==> config.mk <==
export PLATFORM = sky130hd
export DESIGN_NAME = truth_table_lane
export DESIGN_NICKNAME = d
export VERILOG_FILES = /design/src/rtl/truth_table_checker.sv
export SDC_FILE = /design/constraint.sdc
export NUM_CORES = 1
export LEC_CHECK = 0
export BUFFER_PORTS_ARGS = -buffer_cell sky130_fd_sc_hd__buf_2
export CAP_MARGIN = 20
export CORE_AREA = 2 2 39 41
export DETAILED_ROUTE_END_ITERATION = 12
export DIE_AREA = 0 0 41 43
export GPL_TIMING_DRIVEN = 0
export PLACE_DENSITY = 0.63
export SYNTH_ARGS = -nofsm -noshare
export SYNTH_HDL_FRONTEND = slang
export SYNTH_SLANG_ARGS = --single-unit
==> constraint.sdc <==
create_clock -name clk -period 1.3 [get_ports clk]
set_clock_uncertainty 0.2 [all_clocks]
set_input_delay 0.065 -clock clk [delete_from_list [all_inputs] [get_ports clk]]
set_output_delay 0.065 -clock clk [all_outputs]
set_load 0.01 [all_outputs]
==> src/rtl/truth_table_checker.sv <==
// truth_table_checker
//   Sweeps a 3-bit stimulus {A,B,C} through 0..7. Each value is held for
//   SETTLE wait cycles plus one sample cycle. At the end of the sample cycle,
//   every channel's gate-level result is captured into a truth table and
//   compared against the behavioural result for the same channel.
//
// Ports
//   clk        : clock, all state changes on its rising edge
//   rst        : synchronous active-high reset, overrides start
//   start      : run one 8-vector sweep (accepted in IDLE only)
//   abc        : registered stimulus, A = bit 2, C = bit 0
//   out_struct : gate-level result per channel
//   out_comp   : behavioural result per channel
//   busy       : high while a sweep is in progress
//   done       : one-cycle pulse when a sweep completes
//   tt_struct  : captured table, bit ch*8+i = out_struct[ch] at abc = i
//   mismatch   : sticky per-channel disagreement flag for the last sweep
//   err_count  : number of disagreeing (vector, channel) pairs, saturating

// Per-channel capture: holds one 8-entry truth table and a sticky mismatch flag.
module truth_table_lane (
   input  logic       clk,
   input  logic       rst,
   input  logic       clr,
   input  logic       cap,
   input  logic [2:0] idx,
   input  logic       s,
   input  logic       c,
   output logic [7:0] tt,
   output logic       mis
);
   always_ff @(posedge clk) begin
      if (rst || clr) begin
         tt  <= '0;
         mis <= 1'b0;
      end else if (cap) begin
         tt[idx] <= s;
         if (s ^ c) mis <= 1'b1;
      end
   end
endmodule

==> results of run 1 <==
## state kept, by name, indices dropped and copies added, names as in the netlist
signal  count
tt          8
mis         1
## Yosys cell counts
master,count,area (um2)
sky130_fd_sc_hd__dfxtp_1,9,180
sky130_fd_sc_hd__or3b_1,9,78.8
sky130_fd_sc_hd__mux2i_1,8,80.1
sky130_fd_sc_hd__and4bb_2,3,37.5
sky130_fd_sc_hd__nand4b_1,3,26.3
sky130_fd_sc_hd__a22o_1,1,8.76
sky130_fd_sc_hd__buf_2,1,5.00
sky130_fd_sc_hd__buf_6,1,11.3
sky130_fd_sc_hd__clkbuf_1,1,3.75
sky130_fd_sc_hd__nand4_1,1,6.26
sky130_fd_sc_hd__nor2_1,1,3.75
sky130_fd_sc_hd__nor3b_1,1,7.51
sky130_fd_sc_hd__nor4b_1,1,8.76
sky130_fd_sc_hd__xor2_1,1,8.76
## path summary, 6_finish.rpt
check | endpoint | start | cells past startpoint
max reg2reg | tt[7] | tt[7] | 2
min reg2reg | mis | mis | 1
max | tt[3] | idx[2] | 4
min | tt[0] | idx[0] | 3
## critical path, cell delays in order
cell and delay [ps]:
sky130_fd_sc_hd__buf_2 140, sky130_fd_sc_hd__nand4b_1 170, sky130_fd_sc_hd__dlygate4sd3_1 580, sky130_fd_sc_hd__mux2i_1 120
## stage by stage
stage / cell area, um2 / instances
after CTS: 658 / 84
after floorplan: 467 / 41
final: 658 / 84
after global routing: 658 / 84
after global placement: 572 / 74
after detailed placement: 572 / 74
## layer usage
layer / vias to the layer above / GRT usage (%) / share of wire [%] / wire [um]
li1: 215 / - / - / -
met1: 179 / 17.6 / 42 / 410
met2: 13 / 21.9 / 52 / 508
met3: 2 / 4.71 / 5.2 / 51
met4: 0 / 8.00 / 1.4 / 14
met5: - / 0 / 0 / 0
## power breakdown
part	internal (mW)	total [mW]	switching, mW
sequential	0.279	0.281	0.00137
clock	0.118	0.215	0.0963
combinational	0.0380	0.0727	0.0347
total	0.435	0.568	0.132
## cell type report
type | instances | area share, %
plain buffers | 3 | 3.04
clock buffers | 4 | 3.99
multi-input cells | 29 | 40.5
flip-flops and latches | 9 | 27.4
well taps | 16 | 3.04
repair buffers | 23 | 22.1
## logic make-up (layout without fill, tap and decap cells)
kind of cell / after synthesis / in the layout / share of synthesized area (%)
compound gates: 1 / 1 / 1.88
simple gates: 19 / 19 / 36.2
xor+xnor: 1 / 1 / 1.88
buf+inv: 3 / 30 / 4.29
mux: 8 / 8 / 17.2
flops: 9 / 9 / 38.6
## timing repair
| action | CTS | global route |
|---|---|---|
| hold buffers | 6 | 0 |
| setup endpoints to repair | 0 | 0 |
| hold endpoints to repair | 6 | 0 |
==> impl_metrics.csv, run 1 <==
group,metric,value,unit
layout,sequential_cell_area,180,um2
layout,layout.nets,78,
sta,tightest_slew,388,ps
sta,tns,0,ps
yosys,synthCells,41,
sta,worst_hold_margin,-12.1,ps
layout,final_common_cell,"sky130_fd_sc_hd__buf_2",
layout,layout_common_cells,"sky130_fd_sc_hd__buf_2, sky130_fd_sc_hd__or3b_1, sky130_fd_sc_hd__dfxtp_1",
routing,avgRoutedWirePerCell,11.7,um
floorplanning,top_level_ports,18,
outcome,run_status,"finished, violations left",
clock_network,insertion_delay,260,ps
power,finalPower,568,uW
placement,dpl_worst_slack,114,ps
floorplanning,die-width,41,um
worst_hold_path,hold_class,"in -> reg",
critical_path,timing.critical_path.fanout_max,8,
grt,initial_antenna_violation_count,0,
clock_network,cts_made_buffers,3,
sta,setup_slack,177,ps
power,pwr_density_cell,863,nW/um2
critical_path,critical_path_arrival,1080,ps
clock_network,post_cts.repair.setup_buffers,0,
floorplanning,coreArea,1380,um2
sta,finalMaxSlewViolations,0,
placement,detailed_place_hpwl,666,um
critical_path,worst_setup_path_end_kind,"flip-flop",
floorplanning,floorplan.rows,14,
sta,worst_rel_slew_slack,74.2,%
sta,setup_viol_count_final,0,
clock_network,clock_tree.root_cell,"sky130_fd_sc_hd__clkbuf_4",
routing,via_per_inst,4.87,
yosys,postSynthAreaPerCell,11.4,um2
critical_path,required,1250,ps
critical_path,worst-r2r-setup-slack,210,ps
sta,report.final.hold_viol_count,1,
layout,final_util,47.6,%
layout,final_layout_size_suffix_gt1_share,36.8,%
yosys,seq_area_frac_synth,38.6,%
routing,dr.pass1.iters,4,
floorplanning,floorplan.die_area,1760,um2
routing,initialDrtViolationCount,2,
clock_network,cts.clk_slew.worst_paths,60,ps
yosys,yosysWarningCount,0,
routing,final_antenna_net_count,0,
clock_network,ctsLongestPathBuffers,2,
clock_network,numClockSinks,9,
grt,via_count_of_the_first_global_routing_pass,407,
grt,grt.total_usage,14.6,%
layout,num_antenna_cells,0,
critical_path,path_class,"in -> reg",
floorplanning,floorplan.die.height,43,um
power,leakage_power_summed_over_all_cells,0.282,nW
clock_network,cts_resized,0,
floorplanning,start_util,33.7,%
routing,totalWireLength,984,um
power,power.ir.vdd_worst,0.403,mV
grt,global_route_wire_length_before_repair,1720,um
sta,period_utilisation_layout,86.4,%
grt,grt_start_max_net_pins,11,
placement,buffer_ports.inserted,17,
grt,grt_overflow_total,0,
yosys,syn_std_cell_area,467,um2
yosys,synth.ff_latch_count,9,
sta,final_period_minus_worst_setup_slack,1120,ps
clock_network,htree_num_levels,1,
yosys,synthDistinctLibCells,14,
routing,drc,0,
critical_path,start_kind,"primary input",
outcome,violations_in_the_final_reports,"hold timing",
yosys,syn_nets,50,
placement,place_congestion,0.627,
routing,num_vias,409,
clock_network,tritoncts_clock_tree,"built",
layout,multiInputGateArea,267,um2
layout,area_growth_syn_to_layout,41.0,%
sta,fmax,891,MHz
sta,rsz0062_at_grt,"false",
layout,filler_cell_count,147,
job,cap_viol_max_count,0,
Note: power is estimated with default switching activity, not from simulation.
==> run 2, diff against run 1 <==
--- a/config.mk
+++ b/config.mk
@@ -12,6 +12,7 @@
 export DIE_AREA = 0 0 41 43
 export GPL_TIMING_DRIVEN = 0
 export PLACE_DENSITY = 0.63
+export RECOVER_POWER = 25
 export SYNTH_ARGS = -nofsm -noshare
 export SYNTH_HDL_FRONTEND = slang
 export SYNTH_SLANG_ARGS = --single-unit
==> impl_metrics.csv, run 2 (synthesized netlist as in run 1, its figures left out) <==
group,metric,value,unit
grt,grt_start_max_net_pins,11,
floorplanning,coreArea,1380,um2
floorplanning,top_level_ports,18,
grt,initial_antenna_violation_count,0,
critical_path,path_class,"in -> reg",
critical_path,start_kind,"primary input",
layout,final_common_cell,"sky130_fd_sc_hd__buf_2",
clock_network,numClockSinks,9,
outcome,violations_in_the_final_reports,"hold timing",
layout,final_util,47.2,%
placement,buffer_ports.inserted,17,
routing,num_vias,409,
sta,final_period_minus_worst_setup_slack,1120,ps
layout,largest_reg_flops,8,
layout,final_layout_size_suffix_gt1_share,30.9,%
floorplanning,floorplan.die.height,43,um
grt,via_count_of_the_first_global_routing_pass,407,
sta,setup_viol_count_final,0,
sta,finalMaxSlewViolations,0,
critical_path,timing.reg2reg.worst_path_depth,2,
critical_path,timing.critical_path.fanout_max,8,
sta,worst_hold_margin,-12.3,ps
grt,grt.total_usage,14.6,%
sta,tightest_slew,387,ps
worst_hold_path,hold_class,"in -> reg",
floorplanning,floorplan.rows,14,
routing,final_antenna_net_count,0,
floorplanning,die-width,41,um
grt,grt_overflow_total,0,
clock_network,cts_made_buffers,3,
layout,area_growth_syn_to_layout,39.9,%
sta,tns,0,ps
critical_path,required,1250,ps
clock_network,ctsLongestPathBuffers,2,
routing,dr.pass1.iters,4,
clock_network,insertion_delay,260,ps
floorplanning,start_util,33.7,%
sta,report.final.hold_viol_count,1,
placement,detailed_place_hpwl,666,um
placement,dpl-instance-area,572,um2
placement,place_congestion,0.627,
sta,worst_rel_slew_slack,74.2,%
power,pwr_density_cell,869,nW/um2
critical_path,worst_setup_path_end_kind,"flip-flop",
sta,period_utilisation_layout,86.4,%
sta,setup_slack,177,ps
clock_network,htree_num_levels,1,
sta,fmax,891,MHz
job,cap_viol_max_count,0,
outcome,run_status,"finished, violations left",
power,power.ir.vdd_worst,0.404,mV
layout,post_route_cell_area,653,um2
routing,initialDrtViolationCount,2,
layout,largest-register,"tt",
layout,top_regs,"tt x8, mis x1",
critical_path,critical_path_arrival,1080,ps
worst_hold_path,hold_path_depth,3,
placement,dpl_worst_slack,114,ps
sta,rsz0062_at_grt,"false",
placement,placed_cells,74,
clock_network,tritoncts_clock_tree,"built",
layout,filler_cell_count,149,
layout,layout.nets,78,
routing,avgRoutedWirePerCell,11.8,um
floorplanning,floorplan.die_area,1760,um2
clock_network,clock_tree.root_cell,"sky130_fd_sc_hd__clkbuf_4",
layout,num_antenna_cells,0,
routing,drc,0,
power,finalPower,568,uW
grt,global_route_wire_length_before_repair,1720,um
routing,totalWireLength,987,um
clock_network,cts.clk_slew.worst_paths,60,ps
layout,layout_common_cells,"sky130_fd_sc_hd__buf_2, sky130_fd_sc_hd__or3b_1, sky130_fd_sc_hd__dfxtp_1",
power,leakage_power_summed_over_all_cells,0.265,nW
layout,finalNonFillerCells,84,
routing,via_per_inst,4.87,
## run 2: changes by cell type in the layout (fill, tap and decap cells not counted)
cell                       delta
sky130_fd_sc_hd__buf_2        -4
sky130_fd_sc_hd__clkbuf_1     +4
## run 2: path summary, 6_finish.rpt
| kind | slack [ps] | endpoint | start |
|---|---|---|---|
| setup / recovery | 180 | tt[3] | idx[2] |
| hold / removal | -10 | tt[0] | idx[0] |
| setup reg to reg | 210 | tt[7] | tt[7] |
| hold reg to reg | 270 | mis | mis |
## run 2: repair_timing
| action | CTS | global route |
|---|---|---|
| gates resized for setup | 0 | 0 |
| buffers inserted | 0 | 0 |
| hold buffers | 6 | 0 |
| endpoints found under the hold margin | 6 | 0 |
## run 2: power breakdown
part	switching, mW	internal, mW
clock	0.0965	0.118
sequential	0.00141	0.279
combinational	0.0347	0.0377
total	0.133	0.435
## run 2: routing by layer
layer  up-vias  GRT usage, %  share of wire, %
li1        215             -                 -
met1       179          17.6                42
met2        13          21.9                51
met3         2          4.71               5.1
met4         0          8.00               1.4
met5         -             0                 0
## run 2: layout make-up
| cell class | instances | area [um2] | share of cell area, % |
|---|---|---|---|
| multi-input cells | 29 | 267 | 40.8 |
| well taps | 16 | 20.0 | 3.07 |
| flip-flops and latches | 9 | 180 | 27.6 |
| repair buffers | 23 | 140 | 21.5 |
| clock buffers | 4 | 26.3 | 4.02 |
| plain buffers | 3 | 20.0 | 3.07 |
## run 2: critical path: stages
cell and delay, ps:
sky130_fd_sc_hd__buf_2 140, sky130_fd_sc_hd__nand4b_1 170, sky130_fd_sc_hd__dlygate4sd3_1 580, sky130_fd_sc_hd__mux2i_1 120
==> run 3, diff against run 2 <==
--- a/config.mk
+++ b/config.mk
@@ -5,13 +5,14 @@
 export SDC_FILE = /design/constraint.sdc
 export NUM_CORES = 1
 export LEC_CHECK = 0
+export ABC_AREA = 1
 export BUFFER_PORTS_ARGS = -buffer_cell sky130_fd_sc_hd__buf_2
 export CAP_MARGIN = 20
 export CORE_AREA = 2 2 39 41
 export DETAILED_ROUTE_END_ITERATION = 12
 export DIE_AREA = 0 0 41 43
 export GPL_TIMING_DRIVEN = 0
-export PLACE_DENSITY = 0.63
+export PLACE_DENSITY = 0.58
 export RECOVER_POWER = 25
 export SYNTH_ARGS = -nofsm -noshare
 export SYNTH_HDL_FRONTEND = slang
==> impl_metrics.csv, run 3 <==
group,metric,value,unit
outcome,run_status,"finished clean",
critical_path,path_cells,"dlygate4sd3_1 -> buf_2 -> nand2_1 -> inv_1 -> nand3_1 -> nand2_1 -> nor2_1",
sta,fmax,826,MHz
critical_path,timing.critical_path.fanout_max,6,
grt,via_count_of_the_first_global_routing_pass,394,
sta,tns,0,ps
critical_path,critical_path.max_stage_delay,520,ps
placement,dpl-instance-area,513,um2
floorplanning,die-width,41,um
clock_network,numClockSinks,9,
floorplanning,start_util,29.5,%
routing,dr.pass1.iters,4,
routing,avgRoutedWirePerCell,8.52,um
yosys,postSynthAreaPerCell,6.69,um2
yosys,synth.largest_area_cell,"sky130_fd_sc_hd__dfxtp_1",
floorplanning,coreArea,1380,um2
layout,area_growth_syn_to_layout,46.9,%
clock_network,cts_made_buffers,3,
clock_network,ctsLongestPathBuffers,2,
power,finalPower,585,uW
power,power.ir.vdd_worst,0.415,mV
grt,initial_antenna_violation_count,0,
layout,largest-register,"tt",
critical_path,worst_setup_path_end_kind,"flip-flop",
yosys,synth-edff-count,0,
critical_path,crit_top_cell,"sky130_fd_sc_hd__nand2_1",
clock_network,clock_tree.root_cell,"sky130_fd_sc_hd__clkbuf_4",
clock_network,cts.clk_slew.worst_paths,60,ps
sta,tightest_slew,243,ps
worst_hold_path,hold_class,"in -> reg",
clock_network,insertion_delay,250,ps
placement,buffer_ports.inserted,17,
yosys,syn_nets,70,
routing,initialDrtViolationCount,8,
layout,layout.nets,98,
placement,place_congestion,0.655,
yosys,synth.ff_latch_count,9,
critical_path,required,1250,ps
routing,num_vias,442,
grt,grt_start_max_net_pins,10,
sta,final_period_minus_worst_setup_slack,1210,ps
critical_path,critical_path_arrival,1160,ps
routing,final_antenna_net_count,0,
clock_network,htree_num_levels,1,
yosys,synth-async-reset-ratio,0,%
sta,setup_slack,90.0,ps
floorplanning,top_level_ports,18,
layout,filler_cell_count,155,
layout,layout_common_cells,"sky130_fd_sc_hd__nor2_1, sky130_fd_sc_hd__nand2_1, sky130_fd_sc_hd__buf_2",
layout,post_route_cell_area,599,um2
sta,setup_viol_count_final,0,
yosys,syn_std_cell_area,408,um2
yosys,synth_commonest_cells,"sky130_fd_sc_hd__nand2_1, sky130_fd_sc_hd__nor2_1, sky130_fd_sc_hd__dfxtp_1",
critical_path,slowest_stage,"sky130_fd_sc_hd__dlygate4sd3_1",
floorplanning,floorplan.die_area,1760,um2
sta,finalMaxSlewViolations,0,
layout,largest_reg_flops,8,
routing,totalWireLength,886,um
placement,detailed_place_hpwl,616,um
yosys,yosysWarningCount,0,
yosys,synth_top_area_share,44.2,%
layout,final_util,43.3,%
placement,dpl_worst_slack,337,ps
floorplanning,floorplan.rows,14,
yosys,seq_area_frac_synth,44.2,%
yosys,synth_area_leaders,"sky130_fd_sc_hd__dfxtp_1, sky130_fd_sc_hd__nand2_1, sky130_fd_sc_hd__nor2_1",
clock_network,post_cts.repair.setup_buffers,0,
sta,worst_rel_slew_slack,83.7,%
yosys,synthDistinctLibCells,10,
layout,final_layout_size_suffix_gt1_share,21.6,%
routing,drc,0,
critical_path,start_kind,"primary input",
floorplanning,floorplan.die.height,43,um
power,leakage_power_summed_over_all_cells,0.278,nW
yosys,synthCells,61,
grt,grt_overflow_total,0,
routing,via_per_inst,4.25,
yosys,synth-main-ff-cell,"sky130_fd_sc_hd__dfxtp_1",
grt,global_route_wire_length_before_repair,1500,um
job,cap_viol_max_count,0,
critical_path,path_class,"in -> reg",
layout,num_antenna_cells,0,
layout,multiInputGateArea,203,um2
power,pwr_density_cell,975,nW/um2
sta,rsz0062_at_grt,"false",
sta,period_utilisation_layout,93.1,%
layout,top_regs,"tt x8, mis x1",
clock_network,tritoncts_clock_tree,"built",
layout,sequential_cell_area,180,um2
grt,grt.total_usage,12.4,%
sta,report.final.hold_viol_count,0,
==> run 3: cell count changes after synthesis, moves of 7 or more <==
cell / delta
sky130_fd_sc_hd__nand2_1: +13
sky130_fd_sc_hd__inv_1: +7
sky130_fd_sc_hd__nor2_1: +12
sky130_fd_sc_hd__or3b_1: -9
sky130_fd_sc_hd__nand3_1: +8
sky130_fd_sc_hd__mux2i_1: -8
sky130_fd_sc_hd__a21oi_1: +7
==> run 3: final timing paths <==
path	from	end	slack (ps)	cells past startpoint
worst max-delay path	idx[0]	tt[5]	90	7
worst min register to register	mis	mis	260	2
worst min-delay path	idx[2]	tt[3]	10	4
worst max register to register	tt[4]	tt[4]	520	2
==> run 3: repair_timing <==
action,4_1_cts,5_1_grt
endpoints found under the hold margin,9,0
endpoints found under the setup margin,0,2
hold buffers,6,0
gates resized for setup,0,1
==> run 3: logic make-up (layout without fill, tap and decap cells) <==
family | after synthesis | after routing | synth area share (%)
AO/OA/AOI/OAI | 8 | 8 | 10.4
flip-flops | 9 | 9 | 44.2
buffers and inverters | 8 | 35 | 7.36
AND/OR/NAND/NOR | 36 | 36 | 38.0
==> run 3: critical path, delay by kind of cell <==
kind | cells | cell delay, ps
and+or+nand+nor | 4 | 280
buffers and inverters | 3 | 810
==> run 3: metal layers <==
metal / track usage, % / vias to the layer above / wire length [um]
li1: - / 244 / -
met1: 16.4 / 187 / 454
met2: 17.2 / 9 / 378
met3: 3.14 / 2 / 38
met4: 8.00 / 0 / 14
met5: 0 / - / 0
==> run 3: power by group <==
part	total (mW)	internal, mW	switching, mW
Sequential	0.283	0.280	0.00204
Combinational	0.0875	0.0394	0.0481
Clock	0.215	0.118	0.0963
Total	0.585	0.438	0.146
==> run 3: per-stage QoR <==
step                      hold slack, ps  cells
after detailed placement             179     94
after global placement               175     94
after CTS                           7.03    104
after floorplan                     33.3     61
after global routing                36.9    104
final                               12.4    104
==> run 3: area by class of cell <==
| class | count | share of cell area, % |
|---|---|---|
| tap | 16 | 3.34 |
| sequential | 9 | 30.1 |
| timing repair buffer | 23 | 23.4 |
| clock buffer | 4 | 4.38 |
| multi-input combinational | 44 | 33.8 |
| inverter | 8 | 5.01 |
